--- src/rtl/pingpong_buf_ctrl_pkg.sv ---
// Shared definitions for the ping-pong image buffer controller:
// bank-state encoding, bank count and a one-hot helper.
package pingpong_pkg;

    localparam int NUM_BANKS = 2;

    typedef enum logic [1:0] {
        BANK_EMPTY   = 2'd0,
        BANK_FILLING = 2'd1,
        BANK_FULL    = 2'd2
    } bank_state_t;

    function automatic logic [NUM_BANKS-1:0] bank_onehot(input logic sel);
        logic [NUM_BANKS-1:0] oh;
        oh      = '0;
        oh[sel] = 1'b1;
        return oh;
    endfunction

endpackage

--- src/rtl/pingpong_buf_ctrl_if.sv ---
// Loader/reader-facing signal bundle of the ping-pong buffer controller.
// master = loader/reader side, slave = controller side.
interface pingpong_buf_ctrl_if #(
    parameter int ADDR_WIDTH = 16
);
    import pingpong_pkg::*;

    logic                  in_valid;
    logic                  in_ready;
    logic [NUM_BANKS-1:0]  buf_wr_en;
    logic [ADDR_WIDTH-1:0] buf_wr_addr;
    logic                  frame_valid;
    logic                  rd_sel;
    logic                  frame_done;
    logic [NUM_BANKS-1:0]  bank_full;
    logic                  err;

    modport master (
        output in_valid, frame_done,
        input  in_ready, buf_wr_en, buf_wr_addr, frame_valid, rd_sel, bank_full, err
    );

    modport slave (
        input  in_valid, frame_done,
        output in_ready, buf_wr_en, buf_wr_addr, frame_valid, rd_sel, bank_full, err
    );

endinterface

--- src/rtl/pingpong_bank_state.sv ---
// Single-bank lifecycle register: EMPTY -> FILLING -> FULL -> EMPTY.
// Async active-high reset returns the bank to EMPTY.
module pingpong_bank_state
    import pingpong_pkg::*;
(
    input  logic        clk,
    input  logic        rst,
    input  logic        set_filling,
    input  logic        set_full,
    input  logic        release_bank,
    output bank_state_t state
);

    bank_state_t state_q;
    bank_state_t state_nxt;

    // NOTE: state registers use non-blocking assignments so every flop samples pre-edge values.
    always_ff @(posedge clk or posedge rst) begin
        if (rst) state_q <= BANK_EMPTY;
        else     state_q <= state_nxt;
    end

    // NOTE: hold-value default first, so no path leaves state_nxt unassigned (no latch).
    always_comb begin
        state_nxt = state_q;
        case (state_q)
            BANK_EMPTY:   if (set_filling)  state_nxt = BANK_FILLING;
            BANK_FILLING: if (set_full)     state_nxt = BANK_FULL;
            BANK_FULL:    if (release_bank) state_nxt = BANK_EMPTY;
            default:                        state_nxt = BANK_EMPTY;
        endcase
    end

    assign state = state_q;

endmodule

--- src/rtl/pingpong_buf_ctrl.sv ---
// Two-bank ping-pong image buffer sequencer; asynchronous active-high reset (rst).
// Optional sticky protocol checker enabled by defining PPBUF_ERR_EN.
module pingpong_buf_ctrl
    import pingpong_pkg::*;
#(
    parameter int DEPTH      = 32,
    parameter int ADDR_WIDTH = 16
) (
    input logic                clk,
    input logic                rst,
    pingpong_buf_ctrl_if.slave bus
);

    localparam int CNT_W = $clog2(DEPTH);

    bank_state_t           bank_state [NUM_BANKS];
    logic [NUM_BANKS-1:0]  set_filling;
    logic [NUM_BANKS-1:0]  set_full;
    logic [NUM_BANKS-1:0]  release_bank;

    logic                  wr_sel, wr_sel_nxt;
    logic                  rd_sel, rd_sel_nxt;
    logic [CNT_W-1:0]      wr_cnt, wr_cnt_nxt;
    logic                  full_pend, full_pend_nxt;
    logic                  full_bank, full_bank_nxt;
    logic [NUM_BANKS-1:0]  wr_en_q, wr_en_nxt;
    logic [ADDR_WIDTH-1:0] wr_addr_q, wr_addr_nxt;

    logic                  in_ready;
    logic                  frame_valid;
    logic                  accept;
    logic [NUM_BANKS-1:0]  bank_full;

    for (genvar b = 0; b < NUM_BANKS; b++) begin : g_bank
        pingpong_bank_state u_bank (
            .clk          (clk),
            .rst          (rst),
            .set_filling  (set_filling[b]),
            .set_full     (set_full[b]),
            .release_bank (release_bank[b]),
            .state        (bank_state[b])
        );
    end

    assign in_ready    = (bank_state[wr_sel] != BANK_FULL);
    assign frame_valid = (bank_state[rd_sel] == BANK_FULL);
    assign accept      = bus.in_valid & in_ready;

    always_comb begin
        wr_sel_nxt    = wr_sel;
        rd_sel_nxt    = rd_sel;
        wr_cnt_nxt    = wr_cnt;
        full_pend_nxt = 1'b0;
        full_bank_nxt = full_bank;
        wr_en_nxt     = '0;
        wr_addr_nxt   = wr_addr_q;
        set_filling   = '0;
        set_full      = '0;
        release_bank  = '0;

        // The bank turns FULL one edge after its last word so the write lands first.
        if (full_pend) set_full[full_bank] = 1'b1;

        if (accept) begin
            wr_en_nxt   = bank_onehot(wr_sel);
            wr_addr_nxt = ADDR_WIDTH'(wr_cnt);
            if (bank_state[wr_sel] == BANK_EMPTY) set_filling[wr_sel] = 1'b1;
            if (wr_cnt == CNT_W'(DEPTH - 1)) begin
                wr_cnt_nxt    = '0;
                wr_sel_nxt    = ~wr_sel;
                full_pend_nxt = 1'b1;
                full_bank_nxt = wr_sel;
            end else begin
                wr_cnt_nxt = wr_cnt + CNT_W'(1);
            end
        end

        if (bus.frame_done && frame_valid) begin
            release_bank[rd_sel] = 1'b1;
            rd_sel_nxt           = ~rd_sel;
        end
    end

    always_ff @(posedge clk or posedge rst) begin
        if (rst) begin
            wr_sel    <= 1'b0;
            rd_sel    <= 1'b0;
            wr_cnt    <= '0;
            full_pend <= 1'b0;
            full_bank <= 1'b0;
            wr_en_q   <= '0;
            wr_addr_q <= '0;
        end else begin
            wr_sel    <= wr_sel_nxt;
            rd_sel    <= rd_sel_nxt;
            wr_cnt    <= wr_cnt_nxt;
            full_pend <= full_pend_nxt;
            full_bank <= full_bank_nxt;
            wr_en_q   <= wr_en_nxt;
            wr_addr_q <= wr_addr_nxt;
        end
    end

    always_comb begin
        bank_full = '0;
        for (int b = 0; b < NUM_BANKS; b++) bank_full[b] = (bank_state[b] == BANK_FULL);
    end

    assign bus.in_ready    = in_ready;
    assign bus.buf_wr_en   = wr_en_q;
    assign bus.buf_wr_addr = wr_addr_q;
    assign bus.frame_valid = frame_valid;
    assign bus.rd_sel      = rd_sel;
    assign bus.bank_full   = bank_full;

`ifdef PPBUF_ERR_EN
    logic err_q;
    logic wr_hits_full;

    // A strobe is in flight for one cycle; it must never meet a bank already FULL.
    always_comb begin
        wr_hits_full = 1'b0;
        for (int b = 0; b < NUM_BANKS; b++)
            if (wr_en_q[b] && bank_state[b] == BANK_FULL) wr_hits_full = 1'b1;
    end

    always_ff @(posedge clk or posedge rst) begin
        if (rst)                                                 err_q <= 1'b0;
        else if ((bus.frame_done && !frame_valid) || wr_hits_full) err_q <= 1'b1;
    end

    assign bus.err = err_q;
`else
    assign bus.err = 1'b0;
`endif

endmodule

--- src/flat_wrapper.sv ---
// flat-port wrapper written by rule: the top's interface ports become plain ports
module pingpong_buf_ctrl_flat import pingpong_pkg::*;
#(
    parameter int DEPTH      = 32,
    parameter int ADDR_WIDTH = 16
)
  (clk, rst, bus_in_valid, bus_frame_done, bus_in_ready, bus_buf_wr_en, bus_buf_wr_addr, bus_frame_valid, bus_rd_sel, bus_bank_full, bus_err);
  pingpong_buf_ctrl_if #(.ADDR_WIDTH(ADDR_WIDTH)) bus_i ();
  input logic clk;
  input logic rst;
  input wire logic [$bits(bus_i.in_valid)-1:0] bus_in_valid;
  input wire logic [$bits(bus_i.frame_done)-1:0] bus_frame_done;
  output wire logic [$bits(bus_i.in_ready)-1:0] bus_in_ready;
  output wire logic [$bits(bus_i.buf_wr_en)-1:0] bus_buf_wr_en;
  output wire logic [$bits(bus_i.buf_wr_addr)-1:0] bus_buf_wr_addr;
  output wire logic [$bits(bus_i.frame_valid)-1:0] bus_frame_valid;
  output wire logic [$bits(bus_i.rd_sel)-1:0] bus_rd_sel;
  output wire logic [$bits(bus_i.bank_full)-1:0] bus_bank_full;
  output wire logic [$bits(bus_i.err)-1:0] bus_err;
  assign bus_i.in_valid = bus_in_valid;
  assign bus_i.frame_done = bus_frame_done;
  assign bus_in_ready = bus_i.in_ready;
  assign bus_buf_wr_en = bus_i.buf_wr_en;
  assign bus_buf_wr_addr = bus_i.buf_wr_addr;
  assign bus_frame_valid = bus_i.frame_valid;
  assign bus_rd_sel = bus_i.rd_sel;
  assign bus_bank_full = bus_i.bank_full;
  assign bus_err = bus_i.err;
  pingpong_buf_ctrl #(.DEPTH(DEPTH), .ADDR_WIDTH(ADDR_WIDTH)) u_core (.clk(clk), .rst(rst), .bus(bus_i));
endmodule
--- config.mk ---
export PLATFORM = sky130hd
export DESIGN_NAME = pingpong_buf_ctrl_flat
export DESIGN_NICKNAME = d
export VERILOG_FILES = /design/src/rtl/pingpong_buf_ctrl_pkg.sv /design/src/rtl/pingpong_buf_ctrl_if.sv /design/src/rtl/pingpong_bank_state.sv /design/src/rtl/pingpong_buf_ctrl.sv /design/src/flat_wrapper.sv
export SDC_FILE = /design/constraint.sdc
export NUM_CORES = 1
export LEC_CHECK = 0
export BUFFER_PORTS_ARGS = -buffer_cell sky130_fd_sc_hd__buf_2
export CAP_MARGIN = 20
export CORE_MARGIN = 2
export CORE_UTILIZATION = 45
export CTS_BUF_LIST = sky130_fd_sc_hd__clkbuf_8
export DETAILED_ROUTE_END_ITERATION = 10
export HOLD_SLACK_MARGIN = 0.02
export PLACE_DENSITY = 0.69
export SYNTH_ARGS = -nofsm -noshare
export SYNTH_HDL_FRONTEND = slang
export SYNTH_SLANG_ARGS = --single-unit
--- constraint.sdc ---
create_clock -name clk -period 3.45 [get_ports clk]
set_input_delay 0.69 -clock clk [delete_from_list [all_inputs] [get_ports clk]]
set_output_delay 0.69 -clock clk [all_outputs]
set_load 0.05 [all_outputs]
==> impl_metrics.yaml <==
status:
  status: "complete, no violations"
logic_synthesis:
  async_reset_ff_frac: 1.00
  synth_cells: 88
  synth-edff-count: 0
  synth_flop_cell: "dfrtp_1"
  ys_seq_area_frac: 0.483
  synth_seq_cells: 20
  yosysMostFrequentCell: "dfrtp_1"
  yosysWarnings: 0
  ys_types: 31
  ys_top_cells_by_count: "dfrtp_1, buf_4, mux2_4"
  synth_area_mm2: 0.00104
  syn_avg_cell_area_um2: 11.8
  synth_area_leaders: "dfrtp_1, mux2_4, buf_4, nand4b_1, ha_1"
  yosys.area.top_type: "dfrtp_1"
  synth_top_area_frac: 0.483
placed_design:
  io_buffers: 15
  place.gp.congestion: 0.800
  hpwl_mm: 1.17
  place_area_mm2: 0.00109
worst_setup_path:
  end_kind: "output port"
  r2r_cells: 5
  regToRegEndpoint: "u_core.full_bank"
  startpoint: "u_core.g_bank[0].u_bank.state[0]"
  slowest_delay_ns: 0.46
  slowest_stage: "or3b_1"
  reg2reg_from: "u_core.wr_cnt[0]"
  worst-endpoint-required_ns: 2.76
  crit_chain: "or3b_1 -> and2_1 -> buf_2"
  critical_path_arrival_ns: 1.54
  start_kind: "register"
  rrSetupSlack_ns: 1.70
  crit_fanout: 5
  path_class: "reg -> out"
  endpoint: "bus_in_ready"
die:
  die_w_um: 52.0
  dieArea_mm2: 0.00270
  initial_core_util: 0.473
  die_y_um: 52.0
  row_count: 17
  coreArea_mm2: 0.00219
  io_pins: 28
sta:
  fin_skew_ns: 0.00925
  worstMarginPinSlew_ns: 0.753
  hold_violations: 0
  timing.fmax_mhz: 449
  setup_viol: 0
  drv_slew: 0
  rsz0062_at_grt: "no"
  fin_tns_setup_ns: 0
  fin_crit_sh: 0.646
  timing.slew.headroom: 0.497
  period_needed_ns: 2.23
global_routing:
  gr-total-overflow: 0
  track_usage: 0.136
  grt_pass1_wl_mm: 2.64
  antenna_found_initial: 0
  grt_start_max_net_pins: 21
  grt_pass1_vias: 584
layout:
  num_antenna_cells: 0
  area_growth_pct: 11.7
  design_area_mm2: 0.00116
  nets: 112
  drive_gt1_frac: 0.295
detailed_routing:
  wl_per_cell_um: 11.6
  num_vias: 662
  drcViolationCount: 0
  routed_wl_mm: 1.54
  vias_per_cell: 4.98
  ant_nets: 0
  firstDrtPassIters: 4
  drtIter0Drc: 13
cts:
  hold_buffers: 0
  cts_setup_buffers: 0
  cts_buffer_depth: 2
  cts.clk_slew.worst_paths_ns: 0.08
  clock_sinks: 20
  clockRootBuffer: "clkbuf_8"
  insertion_delay_ns: 0.26
  cts_resized: 0
  htree_levels: 1
  cts_tree: "done"
  cts_made_buffers: 3
pwr:
  cellPowerDensity_mw_per_mm2: 882
  p_leak_nw: 0.575
  finalPower_mw: 1.02
  ir_worst_vdd_mv: 0.554
job:
  maxCapViolCount: 0
worst_hold_path:
  hp-start: "u_core.g_bank[1].u_bank.state[1]"
  hold_class: "reg -> reg"
==> metal layers <==
metal / vias to the layer above / wire [µm] / track usage
li1: 319 / - / -
met1: 322 / 744 / 0.185
met2: 19 / 694 / 0.200
met4: 0 / 6 / 0.0132
met3: 2 / 100 / 0.0690
met5: - / 0 / 0
==> sequential cells by signal, indices dropped and copies added, names as in the netlist <==
| register | cells |
|---|---|
| u_core.bus.buf_wr_en | 2 |
| u_core.full_bank | 1 |
| u_core.g_bank.u_bank.state | 4 |
| u_core.bus.buf_wr_addr | 5 |
| u_core.wr_sel | 1 |
| u_core.wr_cnt | 5 |
| u_core.bus.rd_sel | 1 |
| u_core.full_pend | 1 |
==> placed cells by master (no fill, tap or decap), drive strengths merged, types with 2 or more instances in the layout <==
cell / Yosys / final
o21ai: 3 / 3
clkbuf: 0 / 3
conb: 1 / 12
nand2b: 4 / 4
nor2: 2 / 2
nand2: 6 / 6
buf: 13 / 15
mux2: 8 / 8
inv: 4 / 4
o2bb2ai: 2 / 2
dfrtp: 20 / 20
ha: 2 / 2
a21oi: 2 / 2
nor2b: 4 / 4
nand4: 2 / 2
nand4b: 3 / 3
==> power breakdown <==
group	switching, mW	internal, mW	leakage, nW
Combinational	0.239	0.169	0.291
Sequential	0.0670	0.313	0.249
Clock	0.0775	0.155	0.0357
==> final cells by class <==
| class | instances | area [µm²] |
|---|---|---|
| clock buffers | 3 | 41.3 |
| inverters | 4 | 15.0 |
| well taps | 28 | 35.0 |
| flip-flops and latches | 20 | 500 |
| repair buffers | 15 | 75.1 |
| fillers | 197 | 1030 |
| clock inverters | 1 | 30.0 |
| multi-input cells | 62 | 460 |
==> metrics by stage <==
stage	util	cells	hold slack [ns]	setup slack, ns
floorplan	-	99	0.427	0.979
finish	0.528	133	0.466	1.22
global placement	0.496	129	0.461	1.49
detailed placement	0.496	129	0.456	1.49
CTS	0.528	133	0.469	1.20
global route	0.528	133	0.489	1.08
==> critical path: cells and delay by family (launching register included) <==
| family | cells | cell delay (ns) |
|---|---|---|
| buffers and inverters | 1 | 0.20 |
| DFF | 1 | 0.42 |
| and+or+nand+nor | 2 | 0.65 |
==> kinds of logic (layout without fill, tap and decap cells) <==
logic type,Yosys count,count (layout),share of synthesized area
other,1,12,0.00362
AO/OA/AOI/OAI,12,12,0.0918
AND/OR/NAND/NOR,26,26,0.155
buffers and inverters,17,23,0.112
adder cells (fa/ha/maj),2,2,0.0242
multiplexers,9,9,0.122
flip-flops,20,20,0.483
XOR/XNOR,1,1,0.00846
==> worst min-delay path by stage <==
stage,to,slack [ns],cells after the start
6_report,u_core.g_bank[1].u_bank.state[0],0.47,1
5_1_grt,u_core.g_bank[1].u_bank.state[0],0.49,1
4_1_cts,u_core.g_bank[1].u_bank.state[0],0.47,1
3_5_place_dp,u_core.g_bank[1].u_bank.state[0],0.46,1
3_3_place_gp,u_core.g_bank[1].u_bank.state[0],0.46,1
2_1_floorplan,u_core.g_bank[1].u_bank.state[0],0.43,1
(Power assumes the default switching activity.)
